[src/rtl/fifo_write_arbiter_pkg.sv]
// Shared types and width helpers for the Fifo write-port arbiter.
package fifo_write_arbiter_pkg;

    typedef enum logic {
        ST_IDLE  = 1'b0,
        ST_GRANT = 1'b1
    } arb_state_e;

    localparam int unsigned DEF_N_REQ     = 4;
    localparam int unsigned DEF_WIDTH     = 8;
    localparam int unsigned DEF_MAX_BURST = 4;

    // Grant index width never collapses to zero bits.
    function automatic int unsigned id_width(input int unsigned n);
        return (n > 1) ? $clog2(n) : 1;
    endfunction

    function automatic int unsigned cnt_width(input int unsigned max_burst);
        return $clog2(max_burst + 1);
    endfunction

endpackage

[src/rtl/fifo_write_arbiter_if.sv]
// Producer request bus plus Fifo write-side signals seen by the arbiter.
interface fifo_write_arbiter_if
    import fifo_write_arbiter_pkg::*;
#(
    parameter int unsigned N_REQ = DEF_N_REQ,
    parameter int unsigned WIDTH = DEF_WIDTH,
    parameter int unsigned GID_W = id_width(DEF_N_REQ)
);
    logic [N_REQ-1:0]       REQ_VALID;
    logic [N_REQ*WIDTH-1:0] REQ_DATA;
    logic [N_REQ-1:0]       REQ_READY;
    logic [WIDTH-1:0]       FIFO_DIN;
    logic                   FIFO_WE;
    logic                   FIFO_FULL;
    logic [GID_W-1:0]       GRANT_ID;
    logic                   BUSY;

    modport master (
        output REQ_VALID, REQ_DATA, FIFO_FULL,
        input  REQ_READY, FIFO_DIN, FIFO_WE, GRANT_ID, BUSY
    );

    modport slave (
        input  REQ_VALID, REQ_DATA, FIFO_FULL,
        output REQ_READY, FIFO_DIN, FIFO_WE, GRANT_ID, BUSY
    );
endinterface

[src/rtl/fifo_write_arbiter_rr_priority_picker.sv]
// Combinational round-robin search: first valid requester after ptr, wrapping.
module rr_priority_picker #(
    parameter int unsigned N_REQ = 4,
    parameter int unsigned IDX_W = 2
) (
    input  logic [N_REQ-1:0] valid_i,
    input  logic [IDX_W-1:0] ptr_i,
    output logic             found_o,
    output logic [IDX_W-1:0] index_o
);
    logic [IDX_W-1:0] cand;

    always_comb begin
        found_o = 1'b0;
        index_o = '0;
        cand    = '0;
        // ptr itself is scanned last, so the previous owner has lowest priority.
        for (int unsigned k = 1; k <= N_REQ; k++) begin
            cand = IDX_W'((32'(ptr_i) + k) % N_REQ);
            if (!found_o && valid_i[cand]) begin
                found_o = 1'b1;
                index_o = cand;
            end
        end
    end
endmodule

[src/rtl/fifo_write_arbiter.sv]
// Round-robin, burst-bounded sharing of one Fifo write port among N_REQ producers.
module fifo_write_arbiter
    import fifo_write_arbiter_pkg::*;
#(
    parameter int unsigned N_REQ     = DEF_N_REQ,
    parameter int unsigned WIDTH     = DEF_WIDTH,
    parameter int unsigned MAX_BURST = DEF_MAX_BURST
) (
    input  logic                 CLK,
    input  logic                 RESET,
    fifo_write_arbiter_if.slave  bus
);
    localparam int unsigned GID_W = id_width(N_REQ);
    localparam int unsigned CNT_W = cnt_width(MAX_BURST);

    arb_state_e       state_q, state_d;
    logic [GID_W-1:0] ptr_q, ptr_d;
    logic [GID_W-1:0] gid_q, gid_d;
    logic [CNT_W-1:0] beat_q, beat_d;

    logic             pick_found;
    logic [GID_W-1:0] pick_idx;
    logic             g_valid;
    logic [WIDTH-1:0] g_data;
    logic             xfer;

    rr_priority_picker #(
        .N_REQ (N_REQ),
        .IDX_W (GID_W)
    ) u_picker (
        .valid_i (bus.REQ_VALID),
        .ptr_i   (ptr_q),
        .found_o (pick_found),
        .index_o (pick_idx)
    );

    assign g_valid = bus.REQ_VALID[gid_q];
    assign g_data  = bus.REQ_DATA[32'(gid_q)*WIDTH +: WIDTH];
    assign xfer    = (state_q == ST_GRANT) && g_valid && !bus.FIFO_FULL;

    always_ff @(posedge CLK or posedge RESET) begin
        if (RESET) begin
            state_q <= ST_IDLE;
            ptr_q   <= GID_W'(N_REQ - 1);
            gid_q   <= '0;
            beat_q  <= '0;
        end else begin
            state_q <= state_d;
            ptr_q   <= ptr_d;
            gid_q   <= gid_d;
            beat_q  <= beat_d;
        end
    end

    always_comb begin
        state_d = state_q;
        ptr_d   = ptr_q;
        gid_d   = gid_q;
        beat_d  = beat_q;
        case (state_q)
            ST_IDLE: begin
                if (pick_found) begin
                    state_d = ST_GRANT;
                    gid_d   = pick_idx;
                    beat_d  = '0;
                end
            end
            ST_GRANT: begin
                // Full stalls the grant; only a dropped VALID or a completed burst releases it.
                if (xfer) begin
                    beat_d = beat_q + 1'b1;
                    if (beat_q == CNT_W'(MAX_BURST - 1)) begin
                        state_d = ST_IDLE;
                        ptr_d   = gid_q;
                    end
                end else if (!g_valid) begin
                    state_d = ST_IDLE;
                    ptr_d   = gid_q;
                end
            end
            default: state_d = ST_IDLE;
        endcase
    end

    always_comb begin
        bus.REQ_READY = '0;
        bus.FIFO_WE   = 1'b0;
        bus.FIFO_DIN  = '0;
        bus.BUSY      = (state_q == ST_GRANT);
        bus.GRANT_ID  = gid_q;
        if (state_q == ST_GRANT) begin
            bus.REQ_READY[gid_q] = !bus.FIFO_FULL;
            bus.FIFO_WE          = xfer;
            if (xfer) begin
                bus.FIFO_DIN = g_data;
            end
        end
    end
endmodule

[src/flat_wrapper.sv]
// flat-port wrapper written by rule: the top's interface ports become plain ports
module fifo_write_arbiter_flat import fifo_write_arbiter_pkg::*;
#(
    parameter int unsigned N_REQ     = DEF_N_REQ,
    parameter int unsigned WIDTH     = DEF_WIDTH,
    parameter int unsigned MAX_BURST = DEF_MAX_BURST
)
  (CLK, RESET, bus_REQ_VALID, bus_REQ_DATA, bus_FIFO_FULL, bus_REQ_READY, bus_FIFO_DIN, bus_FIFO_WE, bus_GRANT_ID, bus_BUSY);
  fifo_write_arbiter_if #(.N_REQ(N_REQ), .WIDTH(WIDTH), .GID_W(2)) bus_i ();
  input  logic CLK;
  input  logic RESET;
  input wire logic [$bits(bus_i.REQ_VALID)-1:0] bus_REQ_VALID;
  input wire logic [$bits(bus_i.REQ_DATA)-1:0] bus_REQ_DATA;
  input wire logic [$bits(bus_i.FIFO_FULL)-1:0] bus_FIFO_FULL;
  output wire logic [$bits(bus_i.REQ_READY)-1:0] bus_REQ_READY;
  output wire logic [$bits(bus_i.FIFO_DIN)-1:0] bus_FIFO_DIN;
  output wire logic [$bits(bus_i.FIFO_WE)-1:0] bus_FIFO_WE;
  output wire logic [$bits(bus_i.GRANT_ID)-1:0] bus_GRANT_ID;
  output wire logic [$bits(bus_i.BUSY)-1:0] bus_BUSY;
  assign bus_i.REQ_VALID = bus_REQ_VALID;
  assign bus_i.REQ_DATA = bus_REQ_DATA;
  assign bus_i.FIFO_FULL = bus_FIFO_FULL;
  assign bus_REQ_READY = bus_i.REQ_READY;
  assign bus_FIFO_DIN = bus_i.FIFO_DIN;
  assign bus_FIFO_WE = bus_i.FIFO_WE;
  assign bus_GRANT_ID = bus_i.GRANT_ID;
  assign bus_BUSY = bus_i.BUSY;
  fifo_write_arbiter #(.N_REQ(N_REQ), .WIDTH(WIDTH), .MAX_BURST(MAX_BURST)) u_core (.CLK(CLK), .RESET(RESET), .bus(bus_i));
endmodule
[config.mk]
export PLATFORM = sky130hd
export DESIGN_NAME = fifo_write_arbiter_flat
export DESIGN_NICKNAME = d
export VERILOG_FILES = /design/src/rtl/fifo_write_arbiter_pkg.sv /design/src/rtl/fifo_write_arbiter_if.sv /design/src/rtl/fifo_write_arbiter_rr_priority_picker.sv /design/src/rtl/fifo_write_arbiter.sv /design/src/flat_wrapper.sv
export SDC_FILE = /design/constraint.sdc
export NUM_CORES = 1
export LEC_CHECK = 0
export ABC_CLOCK_PERIOD_IN_PS = 2850
export BUFFER_PORTS_ARGS = -buffer_cell sky130_fd_sc_hd__buf_2
export CAP_MARGIN = 10
export CORE_MARGIN = 2
export CORE_UTILIZATION = 35
export DETAILED_ROUTE_END_ITERATION = 10
export GPL_ROUTABILITY_DRIVEN = 0
export PLACE_DENSITY = 0.76
export SLEW_MARGIN = 15
export SYNTH_ARGS = -nofsm -noshare
export SYNTH_HDL_FRONTEND = slang
export SYNTH_SLANG_ARGS = --single-unit
[constraint.sdc]
create_clock -name CLK -period 2.85 [get_ports CLK]
set_input_delay 0.285 -clock CLK [delete_from_list [all_inputs] [get_ports CLK]]
set_output_delay 0.285 -clock CLK [all_outputs]
set_load 0.05 [all_outputs]
==> results summary <==
After detailed routing, the number of vias per cell comes to around 5.3. The completed layout was analyzed and its total power is 1.098 mW. Yosys mapped the design onto 33 distinct sky130hd cell types. The worst-case headroom to the max-slew limit came out at 47.80%. The worst min-delay path class is in -> reg. The signal on the critical path passes through mux4_2 -> and3_1 -> buf_2. The total area inside the core boundary comes to 2191 um2. The pin count of the biggest net entering global routing came out at 17. The max-cap violation count is 0. The share of the clock period used by the worst path after layout came out at 86.01%.

The final non-filler cell area is 1116 um2. Setup repair after global routing left no endpoint under its margin. The post-synthesis instance area is between 800 and 900 um2. The clock period minus final worst setup slack is 2.451 ns. Clock skew on the completed layout was measured at between 0.01 and 0.015 ns.

The first-pass GRT wire length came out at 3367 um. 0 antenna diodes ended up in the layout. The flow ran to the end, and the final reports show no timing, DRC or antenna violations. The initialized floorplan defines 17 standard-cell rows. The required arrival time at the worst endpoint is 2.57 ns. The count of endpoints failing setup in the final report came out at 0. The CTS buffer count came out at 3. After synthesis, the mean cell area works out to approximately 11 um2. The sequential-to-total area share from yosys stat came out at around a quarter.

Cells with a size suffix above 1 make up 57.36% of the layout. The category of the most critical setup path is reg -> out. The power density relative to cell area came out at 984.1 nW/um2. TritonCTS built the clock tree. The die extent in x is 52.02 um. The post-detailed-route wirelength per cell came out at 13.97 um. STA classifies the critical path endpoint as a primary output.

The first routing iteration left 4 violations. The number of cells upsized or downsized after cts is 0. At the later pin of the worst-skew pair, clock insertion delay measures between 0.2 and 0.3 ns. After detailed routing, the total wire length is roughly 2200 um. The final total negative setup slack came out at 0 ns. The die covers 2706 um2. For the pin with the worst max-slew slack, the measured transition is 0.7814 ns. The cell type of the slowest stage on the worst timing path is sky130_fd_sc_hd__dfrtp_1. The number of global-route vias before repair is 816. The startpoint type of the worst setup path is a register.

The number of buffers added for setup after CTS came out at 0. The terminus of the critical flop-to-flop path is u_core.ptr_q[0]. The data arrival time of the worst path is 2.17 ns. The total routing usage reported by global routing is 16.67%.

In this run the number of H-tree levels came out at 1. Summed over all cells, the static leakage comes to between 0.6 and 0.7 nW. The first-pass iteration count of the detailed router came out at 4. The path depth of the worst reg2reg path came out at 3.

The net count of the mapped netlist is 117. Detailed placement finished with a half-perimeter wire length of 1820 um. The highest net fanout along the worst path is 16. Along the worst hold path, the cell count comes to 3. The initial core utilization came out at between 30 and 40%. After clock tree synthesis, the clock-pin slew on the worst setup and hold paths is 0.07 ns.

The total count of hold-check failures in the final report was 0. The count of nets left with antenna violations once routing finished came out at 0. The number of sinks handled by clock tree synthesis is 8. The slack of the worst reg-to-reg path came out at 0.71 ns. The worst register-to-register path begins at u_core.bus.GRANT_ID[0].

The via count came out at 833. The highest achievable clock rate is 408.0 MHz. The I/O pin count came out at 55. At the end of the flow, the number of nets in the layout was 171.

The tree is rooted in a sky130_fd_sc_hd__clkbuf_4. The height of the chip is approximately 52 um. The cell area after placement came out at 1080 um2. The worst voltage drop across the vdd grid is ~450 uV.

The worst hold path terminates at u_core.bus.GRANT_ID[1]. The max-slew violation count is 0. The initial antenna violation count came out at 0. The number of hold buffers added after CTS came out at 1. Synthesis inferred 8 register bits. The worst hold path begins at bus_REQ_VALID[3]. Buffers placed on the I/O ports in this run total 54.

The instance count of the mapped netlist is 76. The DRC violation count after routing came out at 0. The fill cell total of the finished layout came out at about 200.

Relative to the synthesized area, the layout overhead comes to 38.29%. In this run the deepest clock path goes through 2 buffers. Final hold analysis gives a worst-case slack of 0.3674 ns.

Summed over all layers, the global routing overflow is 0. The highest cell delay on the worst timing path is 0.77 ns. The number of warnings issued by yosys came out at 0.
## worst max path at each step
| stage | from | cells past startpoint | end |
|---|---|---|---|
| floorplan | u_core.bus.BUSY | 3 | bus_REQ_READY[0] |
| global placement | u_core.bus.GRANT_ID[0] | 3 | bus_FIFO_DIN[2] |
| detailed placement | u_core.bus.GRANT_ID[0] | 3 | bus_FIFO_DIN[3] |
| CTS | u_core.bus.GRANT_ID[0] | 3 | bus_FIFO_DIN[3] |
| global route | u_core.bus.GRANT_ID[0] | 3 | bus_FIFO_DIN[0] |
| finish | u_core.bus.GRANT_ID[0] | 3 | bus_FIFO_DIN[7] |
## per-stage QoR
stage                     utilization [%]  setup slack [ns]  cells
after floorplan                         -           0.04043     76
after global placement              49.29            0.6919    152
after detailed placement            49.29            0.6550    152
after CTS                           50.94            0.3642    157
after global routing                50.94            0.2542    157
final                               50.94            0.3988    157
## registers in the layout, indices dropped and copies added, names as in the netlist
signal	flops
u_core.bus.BUSY	1
u_core.bus.GRANT_ID	2
u_core.ptr_q	2
u_core.beat_q	3
## cell families after synthesis
group | count (synthesis) | synth area share, %
AO/OA/AOI/OAI | 12 | 11.01
buffers and inverters | 12 | 6.821
multiplexers | 14 | 31.63
adder cells (fa/ha/maj) | 2 | 3.100
AND/OR/NAND/NOR | 28 | 22.33
flip-flops | 8 | 25.12
## cells in the final DEF, fill, tap and decap left out, types with 2 or more instances in the layout
cell type,instances
sky130_fd_sc_hd__buf_2,54
sky130_fd_sc_hd__and3_1,10
sky130_fd_sc_hd__mux4_2,9
sky130_fd_sc_hd__dfrtp_1,6
sky130_fd_sc_hd__inv_1,5
sky130_fd_sc_hd__o21ai_0,3
sky130_fd_sc_hd__mux2i_1,3
sky130_fd_sc_hd__nand2b_1,3
sky130_fd_sc_hd__nor2_1,3
sky130_fd_sc_hd__clkbuf_4,3
sky130_fd_sc_hd__nor2b_1,2
sky130_fd_sc_hd__mux2_1,2
sky130_fd_sc_hd__and3b_1,2
sky130_fd_sc_hd__a21oi_1,2
sky130_fd_sc_hd__ha_1,2
sky130_fd_sc_hd__dfstp_2,2
## report_power, final
| group | switching, mW | internal, mW |
|---|---|---|
| sequential | 0.126 | 0.177 |
| combinational | 0.404 | 0.293 |
| clock | 0.0438 | 0.0538 |
| total | 0.574 | 0.524 |
## synth_stat cells, drive strengths merged
library cell,number,area (um2)
nor2,3,11.26
a21o,1,7.510
o21ba,1,10.01
mux4,9,202.7
and3,10,62.56
dfstp,2,52.55
nor2b,2,12.51
or2,1,6.260
nand3b,1,7.510
o31ai,2,20.02
nand3,1,5.000
a31o,1,8.760
a21oi,3,18.77
dfrtp,6,150.1
ha,2,25.02
nor3,1,5.000
inv,6,22.52
nand2b,3,18.77
and3b,2,17.52
mux2,2,22.52
nand2,2,15.01
clkbuf,3,11.26
mux2i,3,30.03
a41oi,1,8.760
buf,3,21.27
nor4,2,18.77
o21ai,3,15.01
## routing by layer
metal	global-route usage [%]	vias to the layer above	routed length (um)
met5	0	-	0
met4	7.018	0	35
met3	5.747	6	279
met2	30.59	48	1057
met1	16.85	386	822
li1	-	393	-
## critical path: cells and delay by family (launching register included)
family	cells	cell delay, ns
simple gates	1	0.20
mux	1	0.73
buf+inv	1	0.20
flops	1	0.77
## area by class of cell
class                           instances  area, um2  area share (%)
Clock buffer                            4      26.28           2.354
Tap cell                               28      35.03           3.139
Sequential cell                         8      202.7           18.16
Timing Repair Buffer                   55      280.3           25.11
Inverter                                6      22.52           2.018
Multi-Input combinational cell         56      549.3           49.22
(Power assumes the default switching activity.)
